### src/rtl/alu_decode_stage.sv
// RV32I decode stage: turns a raw instruction into the ALU/branch/operand/memory control bundle
// behind a valid/ready handshake with a 2-entry (output + skid) buffer and an illegal counter.
module alu_decode_stage #(
    parameter logic [5:0] ILLEGAL_CTRL = 6'b000000,
    parameter int         CNT_W        = 8
) (
    input  logic             clock,
    input  logic             reset,
    input  logic             flush,
    input  logic             in_valid,
    output logic             in_ready,
    input  logic [31:0]      instruction_in,
    input  logic [31:0]      pc_in,
    output logic             out_valid,
    input  logic             out_ready,
    output logic [5:0]       ALU_Control,
    output logic             branch_op,
    output logic [31:0]      imm_out,
    output logic [1:0]       op_a_sel,
    output logic             op_b_sel,
    output logic [4:0]       rs1,
    output logic [4:0]       rs2,
    output logic [4:0]       rd,
    output logic             reg_write,
    output logic             mem_read,
    output logic             mem_write,
    output logic             illegal,
    output logic [31:0]      pc_out,
    output logic [CNT_W-1:0] illegal_count
);

    typedef struct packed {
        logic [5:0]  alu;
        logic        br;
        logic [31:0] imm;
        logic [1:0]  a_sel;
        logic        b_sel;
        logic [4:0]  rs1;
        logic [4:0]  rs2;
        logic [4:0]  rd;
        logic        rw;
        logic        mr;
        logic        mw;
        logic        ill;
        logic [31:0] pc;
    } bundle_t;

    localparam logic [CNT_W-1:0] CNT_ONE = {{(CNT_W-1){1'b0}}, 1'b1};
    localparam logic [CNT_W-1:0] CNT_MAX = {CNT_W{1'b1}};

    bundle_t          dec_s;
    bundle_t          out_r;
    bundle_t          skid_r;
    logic             bad_s;
    logic             accept_s;
    logic             out_valid_r;
    logic             skid_valid_r;
    logic             in_ready_r;
    logic [CNT_W-1:0] cnt_r;

    logic [6:0]  opc_s;
    logic [2:0]  f3_s;
    logic [6:0]  f7_s;
    logic [31:0] imm_i_s, imm_s_s, imm_b_s, imm_u_s, imm_j_s, imm_sh_s;

    assign opc_s    = instruction_in[6:0];
    assign f3_s     = instruction_in[14:12];
    assign f7_s     = instruction_in[31:25];
    assign imm_i_s  = {{20{instruction_in[31]}}, instruction_in[31:20]};
    assign imm_s_s  = {{20{instruction_in[31]}}, instruction_in[31:25], instruction_in[11:7]};
    assign imm_b_s  = {{19{instruction_in[31]}}, instruction_in[31], instruction_in[7],
                       instruction_in[30:25], instruction_in[11:8], 1'b0};
    assign imm_u_s  = {instruction_in[31:12], 12'h000};
    assign imm_j_s  = {{11{instruction_in[31]}}, instruction_in[31], instruction_in[19:12],
                       instruction_in[20], instruction_in[30:21], 1'b0};
    assign imm_sh_s = {27'd0, instruction_in[24:20]};

    assign accept_s = in_valid & in_ready_r & ~flush;

    // Combinational decode of the presented instruction into a control bundle.
    always_comb begin
        dec_s     = '0;
        bad_s     = 1'b0;
        dec_s.rs1 = instruction_in[19:15];
        dec_s.rs2 = instruction_in[24:20];
        dec_s.rd  = instruction_in[11:7];
        dec_s.pc  = pc_in;
        case (opc_s)
            7'b0110011: begin
                dec_s.rw = 1'b1;
                if (f7_s == 7'b0000000) begin
                    dec_s.alu = {3'b000, f3_s};
                end else if (f7_s == 7'b0100000 && (f3_s == 3'b000 || f3_s == 3'b101)) begin
                    dec_s.alu = {3'b001, f3_s};
                end else begin
                    bad_s = 1'b1;
                end
            end
            7'b0010011: begin
                dec_s.rw    = 1'b1;
                dec_s.b_sel = 1'b1;
                dec_s.imm   = imm_i_s;
                dec_s.alu   = {3'b000, f3_s};
                case (f3_s)
                    3'b001: begin
                        dec_s.imm = imm_sh_s;
                        if (f7_s != 7'b0000000) bad_s = 1'b1;
                        else                    bad_s = 1'b0;
                    end
                    3'b101: begin
                        dec_s.imm = imm_sh_s;
                        if (f7_s == 7'b0100000)      dec_s.alu = 6'b001101;
                        else if (f7_s != 7'b0000000) bad_s = 1'b1;
                        else                         bad_s = 1'b0;
                    end
                    default: bad_s = 1'b0;
                endcase
            end
            7'b0000011: begin
                dec_s.mr    = 1'b1;
                dec_s.rw    = 1'b1;
                dec_s.b_sel = 1'b1;
                dec_s.imm   = imm_i_s;
                if (f3_s == 3'b011 || f3_s[2:1] == 2'b11) bad_s = 1'b1;
                else                                       bad_s = 1'b0;
            end
            7'b0100011: begin
                dec_s.mw    = 1'b1;
                dec_s.b_sel = 1'b1;
                dec_s.imm   = imm_s_s;
                if (f3_s > 3'b010) bad_s = 1'b1;
                else               bad_s = 1'b0;
            end
            7'b1100011: begin
                dec_s.br  = 1'b1;
                dec_s.imm = imm_b_s;
                dec_s.alu = {3'b010, f3_s};
                if (f3_s[2:1] == 2'b01) bad_s = 1'b1;
                else                    bad_s = 1'b0;
            end
            7'b0110111: begin
                dec_s.rw    = 1'b1;
                dec_s.a_sel = 2'b10;
                dec_s.b_sel = 1'b1;
                dec_s.imm   = imm_u_s;
            end
            7'b0010111: begin
                dec_s.rw    = 1'b1;
                dec_s.a_sel = 2'b01;
                dec_s.b_sel = 1'b1;
                dec_s.imm   = imm_u_s;
            end
            7'b1101111: begin
                dec_s.rw    = 1'b1;
                dec_s.alu   = 6'b011111;
                dec_s.a_sel = 2'b11;
                dec_s.b_sel = 1'b1;
                dec_s.imm   = imm_j_s;
            end
            7'b1100111: begin
                dec_s.rw    = 1'b1;
                dec_s.alu   = 6'b111111;
                dec_s.a_sel = 2'b11;
                dec_s.b_sel = 1'b1;
                dec_s.imm   = imm_i_s;
                if (f3_s != 3'b000) bad_s = 1'b1;
                else                bad_s = 1'b0;
            end
            default: bad_s = 1'b1;
        endcase
        // Illegal encodings keep register indices and PC but carry no side effects.
        if (bad_s) begin
            dec_s.alu   = ILLEGAL_CTRL;
            dec_s.br    = 1'b0;
            dec_s.imm   = 32'd0;
            dec_s.a_sel = 2'b00;
            dec_s.b_sel = 1'b0;
            dec_s.rw    = 1'b0;
            dec_s.mr    = 1'b0;
            dec_s.mw    = 1'b0;
            dec_s.ill   = 1'b1;
        end else begin
            dec_s.ill   = 1'b0;
        end
    end

    // Output register plus skid register; in_ready only depends on registered skid occupancy.
    always_ff @(posedge clock or negedge reset) begin
        if (!reset) begin
            out_r        <= '0;
            skid_r       <= '0;
            out_valid_r  <= 1'b0;
            skid_valid_r <= 1'b0;
            in_ready_r   <= 1'b1;
        end else if (flush) begin
            out_valid_r  <= 1'b0;
            skid_valid_r <= 1'b0;
            in_ready_r   <= 1'b1;
        end else if (!out_valid_r || out_ready) begin
            in_ready_r <= 1'b1;
            if (skid_valid_r) begin
                out_r        <= skid_r;
                out_valid_r  <= 1'b1;
                skid_valid_r <= 1'b0;
            end else if (accept_s) begin
                out_r       <= dec_s;
                out_valid_r <= 1'b1;
            end else begin
                out_valid_r <= 1'b0;
            end
        end else if (accept_s) begin
            skid_r       <= dec_s;
            skid_valid_r <= 1'b1;
            in_ready_r   <= 1'b0;
        end else begin
            in_ready_r <= ~skid_valid_r;
        end
    end

    // Saturating count of accepted illegal instructions; flush does not touch it.
    always_ff @(posedge clock or negedge reset) begin
        if (!reset) begin
            cnt_r <= '0;
        end else if (accept_s && dec_s.ill && cnt_r != CNT_MAX) begin
            cnt_r <= cnt_r + CNT_ONE;
        end else begin
            cnt_r <= cnt_r;
        end
    end

    assign in_ready      = in_ready_r;
    assign out_valid     = out_valid_r;
    assign ALU_Control   = out_r.alu;
    assign branch_op     = out_r.br;
    assign imm_out       = out_r.imm;
    assign op_a_sel      = out_r.a_sel;
    assign op_b_sel      = out_r.b_sel;
    assign rs1           = out_r.rs1;
    assign rs2           = out_r.rs2;
    assign rd            = out_r.rd;
    assign reg_write     = out_r.rw;
    assign mem_read      = out_r.mr;
    assign mem_write     = out_r.mw;
    assign illegal       = out_r.ill;
    assign pc_out        = out_r.pc;
    assign illegal_count = cnt_r;

endmodule

### config.mk
export PLATFORM = sky130hd
export DESIGN_NAME = alu_decode_stage
export DESIGN_NICKNAME = d
export VERILOG_FILES = /design/src/rtl/alu_decode_stage.sv
export SDC_FILE = /design/constraint.sdc
export NUM_CORES = 1
export LEC_CHECK = 0
export CORE_UTILIZATION = 45
export CTS_BUF_LIST = sky130_fd_sc_hd__clkbuf_16
export CTS_CLUSTER_SIZE = 30
export DETAILED_ROUTE_END_ITERATION = 16
export PLACE_DENSITY_LB_ADDON = 0.1
export SLEW_MARGIN = 5
export SYNTH_ARGS = -nofsm -noshare
export SYNTH_HDL_FRONTEND = slang
export SYNTH_SLANG_ARGS = --single-unit
### constraint.sdc
create_clock -name clock -period 3.46 [get_ports clock]
set_input_delay 0.692 -clock clock [delete_from_list [all_inputs] [get_ports clock]]
set_output_delay 0.692 -clock clock [all_outputs]
set_load 0.005 [all_outputs]
* After elaboration in Yosys (flattened, before gate mapping) *
Cells that the tools add are included.

storage, ports and cells
  register bits after elaboration = 197
  bits in latches = 0
  RAM bits = 0
  memory bits (read-only) = 0
  bits of input ports = 69
  output and inout port bits = 103
  word-level logic and storage cells = 114
  memories kept = 0

cells by class
  $add $sub $neg = 1
  multiply operators = 0
  div/mod/pow operators = 0
  $lt $le $gt $ge = 1
  equality and inequality tests = 16
  shift operators = 0
  multiplexer cells = 38
  bitwise operators = 5
  reductions and logical operators = 23

operator list
  kind                   number
  $pmux W32 S6           1
  $mux W93               2
  $mux W42               1
  $mux W32               1
  $pmux W6 S5            1
  $eq A7 B6 Y1 const B   4
  $mux W1                24
  $eq A7 B7 Y1 const B   3
  $mux W4                4
  $eq A7 B5 Y1 const B   2
  $reduce_or A7 Y1       2
  $add A8 B1 Y8 const B  1
  $ne A8 B8 Y1 const B   1
  $reduce_or A2 Y1       4
  $eq A7 B2 Y1 const B   1
  $logic_not A7 Y1       1
  $pmux W1 S7            1
  $reduce_bool A7 Y1     1
  $pmux W2 S3            1
  $reduce_and A3 Y1      2
  $reduce_bool A3 Y1     2
  $reduce_bool A2 Y1     2
  $eq A3 B1 Y1 const B   1
  $eq A3 B2 Y1 const B   1
  13 further kinds       20

* Depth between registers and ports, before layout *
  depth after elaboration = 9
  depth in mapped cells = 10
  mapped depth without buffers = 7

* Worst setup path after synthesis *
OpenSTA, ideal clock, no wires.

  path type = input-to-reg
  start = input instruction_in[12]
  end = register out_r (netlist bit illegal)
  setup time = 0.121 ns
  data arrival time = 2.171 ns
  required time = 3.339 ns
  slack = 1.168 ns
  stages = 10
  buffers on the path = 3
  cell sequence = buf_2 > a21o_1 > a221oi_2 > nor4_1 > a31oi_1 > o221ai_1 > or2_1 > buf_6 > buf_6 > a22o_1

between the ends
  longest elaborated chain between the ends = 9
  elaborated cells between the ends (all ways) = 19
  classes of those cells = 1 x order compare; 3 x eq/ne; 10 x mux; 5 x reduce/logical

RTL lines
  item                                                     RTL line  RTL
  start, declared                                          12        input logic [31:0] instruction_in,
  $eq A3 B3 Y1 / $logic_not A3 Y1 (equally long branches)  93, 104
  $logic_or A1 B1 Y1                                       93        end else if (f7_s == 7'b0100000 && (f3_s == 3'b000 || f3_s == 3'b101)) begin
  $logic_and A1 B1 Y1                                      93
  $mux W1                                                  93
  $mux W1                                                  91        if (f7_s == 7'b0000000) begin
  $pmux W1 S7 *                                            88        case (opc_s)
  $mux W1 *                                                172       if (bad_s) begin
  $mux W93 *                                               205       end else if (accept_s) begin
  $mux W93 *                                               201       if (skid_valid_r) begin
  end signal, assigned                                     202       out_r <= skid_r;
  end signal, assigned                                     206       out_r <= dec_s;
  end, declared                                            52        bundle_t out_r;

Mark *: on every way between the ends. The rest lies on a longest branch, timed or not. The select of a mux whose other input is x is not followed.
A chain may end at the register's enable or synchronous reset.

* Worst setup path in the final report *
  start = input instruction_in[27]
  end = register out_r (netlist bit imm_out[21])

between the ends
  longest elaborated chain between the ends = 8
  elaborated cells between the ends (all ways) = 13
  classes of those cells = 1 x eq/ne; 9 x mux; 3 x reduce/logical

RTL lines
  item                                                       RTL line
  $reduce_bool A7 Y1 / $eq A7 B6 Y1 (equally long branches)  n/a
  $mux W1 / $logic_and A1 B1 Y1 (equally long branches)      107, 113, 93
  $mux W1 (on tied branches)                                 112, 93
  $pmux W1 S2 / $mux W1 (equally long branches)              104, 91
  $pmux W1 S7 *                                              88
  $mux W42 *                                                 172
  $mux W93 *                                                 205
  $mux W93 *                                                 201

Marks and branches as above.

==> results.yml <==
worst_setup_path:
  crit_arrival_ns: 3.21
  start_kind: "input pin"
  crit_path_top_delay_cell: "clkdlybuf4s50_1"
  crit_required_ns: 3.79
  crit_family: "buffers and inverters"
  worstSetupEndpointType: "register"
  cpPeakStageDelay_ns: 0.51
  path_buf_inv: 3
  path_cells: "clkdlybuf4s50_1 -> nor4_1 -> buf_4 -> nand2_1 -> a22oi_1 -> o221ai_4 -> or2_1 -> buf_12 -> o31ai_1"
  path_class: "in -> reg"
  crit_fanout: 36
clock_network:
  cts_made_buffers: 17
  clockRootBuffer: "clkbuf_16"
  hold_buffers: 0
  clock_path_buffers: 2
  tritoncts: "done"
  cts-resized-gates: 0
  cts_setup_buffers: 0
  clkSinkCount: 197
  clk_pin_slew_ns: 0.08
  h-tree-depth: 4
  clkLatencyLatePin_ns: 0.44
power_and_ir_drop:
  p_per_area_nw_per_um2: 492
  total_power_mw: 5.69
  p_leak_nw: 5.08
  peakVddDrop_uv: 358
routing:
  ant_nets: 0
  via_per_inst: 5.35
  vias: 7298
  finalWirelength_mm: 23.5
  drc: 0
  first_pass_iters: 5
  wl_per_cell_um: 17.3
  initialDrtViolationCount: 516
timing:
  clock_skew_ns: 0.00770
  fin_crit_sh_pct: 83.4
  fin_crit_ns: 2.88
  tightest_slew_ns: 1.08
  hold_viol: 0
  finalMaxSlewViolations: 0
  setup_viol: 0
  rsz0062_at_grt: "no"
  whs_ns: 0.221
  fmax_mhz: 347
  max_slew_margin_pct: 27.7
  finalSetupTns_ns: 0
flow_run:
  drv_cap: 0
logic_synthesis:
  ys_async_sr_fraction_pct: 100
  syn_nets: 1007
  synth_flop_cell: "dfrtp_1"
  ys_seq_elements: 197
  synth.cell_area_um2: 8890
  avgSynthCellArea_um2: 9.49
  synth-edff-count: 0
  synth_warnings: 0
  synth.distinct_cells: 46
  synthCells: 937
  ys_seq_area_share_pct: 55.5
grt:
  grt_pass1_wl_mm: 38.4
  track_usage_pct: 24.4
  grt_max_degree: 131
  grt_overflow: 0
  grt_pass1_vias: 7181
  antenna_found_initial: 0
min_path:
  hp-class: "in -> async"
floorplanning:
  die_w_um: 143
  fp.dieArea_um2: 20300
  die_h_um: 143
  io_pins: 172
  coreArea_um2: 19400
  start_util_pct: 45.8
  rows: 51
cells_and_area:
  drive_above_1_share_pct: 7.19
  nets: 1155
  syn2layout_area_growth_pct: 30.0
  diodes: 0
  design_area_um2: 11600
  final_cells: 1363
placement:
  numPortBuffers: 171
  placedCellCount: 1331
  gp_congestion: 0.892
  placed_area_um2: 11000
  dp_hpwl_mm: 15.0
run_status:
  status: "complete, no violations"
## Yosys cell counts, drive strengths merged (2+ instances only)
cell type / count / area share [%]
dfrtp: 196 / 55
nand4: 4 / 0.28
a211o: 2 / 0.20
nand2: 217 / 9.2
a21oi: 126 / 7.1
a31oi: 4 / 0.28
xnor2: 5 / 0.49
a211oi: 2 / 0.17
mux2i: 47 / 5.3
nand3b: 2 / 0.17
and3: 43 / 3.0
o21ai: 17 / 0.96
nor3: 4 / 0.23
nand2b: 6 / 0.42
nor2b: 4 / 0.28
nor2: 68 / 2.9
or2: 3 / 0.21
a21o: 7 / 0.59
buf: 29 / 1.8
a22oi: 6 / 0.51
o31ai: 75 / 6.4
clkbuf: 43 / 1.8
nor4: 4 / 0.28
inv: 7 / 0.30
## cell type report
| class | instances | area, um2 |
|---|---|---|
| Clock buffer | 17 | 425 |
| Clock inverter | 15 | 161 |
| Fill cell | 1799 | 7840 |
| Inverter | 7 | 26.3 |
| Multi-Input combinational cell | 661 | 3660 |
| Sequential cell | 197 | 4930 |
| Tap cell | 265 | 332 |
| Timing Repair Buffer | 201 | 2030 |
## per-stage QoR
step | util, % | worst slack, ns
after floorplan | - | 1.17
after global placement | 56.6 | 0.149
after detailed placement | 56.6 | 0.113
after CTS | 59.6 | 0.532
after global routing | 59.6 | 0.368
final | 59.6 | 0.576
## layer usage
layer,vias up,GRT usage (%),share of wire (%)
li1,3547,-,-
met1,3510,33.5,45
met2,219,38.6,47
met3,22,5.65,6.6
met4,0,6.62,1.2
met5,-,0,0
## final timing paths
kind	start	to	slack, ns	cells past startpoint
setup / recovery	instruction_in[27]	imm_out[21]	0.58	9
min in group clock	skid_r[69]	skid_r[69]	0.47	2
setup reg to reg	skid_valid_r	imm_out[6]	1.29	5
hold / removal	reset	skid_r[86]	0.22	1
max in group asynchronous	reset	skid_r[48]	2.45	2
hold reg to reg	skid_r[69]	skid_r[69]	0.47	2
## cell families after synthesis
family / Yosys count / synth area share [%]
AO/OA/AOI/OAI: 247 / 17.1
XOR/XNOR: 5 / 0.492
adder cells (fa/ha/maj): 1 / 0.141
buffers and inverters: 79 / 3.91
flip-flops: 197 / 55.5
multiplexers: 48 / 5.42
AND/OR/NAND/NOR: 360 / 17.5
## worst reg2reg max path: stages, from the launching register on
cell,delay [ns]
dfrtp_4,0.63
a21oi_1,0.16
nor3_2,0.39
nand2b_1,0.27
nor3b_2,0.47
a21o_1,0.19
## power breakdown
part           internal (mW)  switching (mW)
sequential              2.58           0.172
combinational          0.508           0.438
clock                   1.03           0.965
total                   4.11            1.58
## state kept, by name, indices dropped and copies added, names as in the netlist
| register | count |
|---|---|
| ALU_Control | 6 |
| branch_op | 1 |
| illegal | 1 |
| illegal_count | 8 |
| imm_out | 32 |
| in_ready | 1 |
| mem_read | 1 |
| mem_write | 1 |
| op_a_sel | 2 |
| op_b_sel | 1 |
| out_valid | 1 |
| pc_out | 32 |
| rd | 5 |
| reg_write | 1 |
| rs1 | 5 |
| rs2 | 5 |
| skid_r | 93 |
| skid_valid_r | 1 |
## cells in the final DEF, fill, tap and decap left out, drive strengths merged, types with 2 or more instances in the layout
cell type      instances
a211o                  2
a211oi                 2
a21o                   7
a21oi                126
a22oi                  6
a31oi                  4
and3                  43
buf                   30
clkbuf                18
clkdlybuf4s50        170
clkinv                 4
clkinvlp               2
dfrtp                196
inv                   15
mux2i                 47
nand2                217
nand2b                 6
nand3b                 2
nand4                  4
nor2                  68
nor2b                  4
nor3                   4
nor4                   4
o21ai                 17
o31ai                 75
or2                    3
xnor2                  5
No activity file was read; power rests on OpenSTA's default activity.
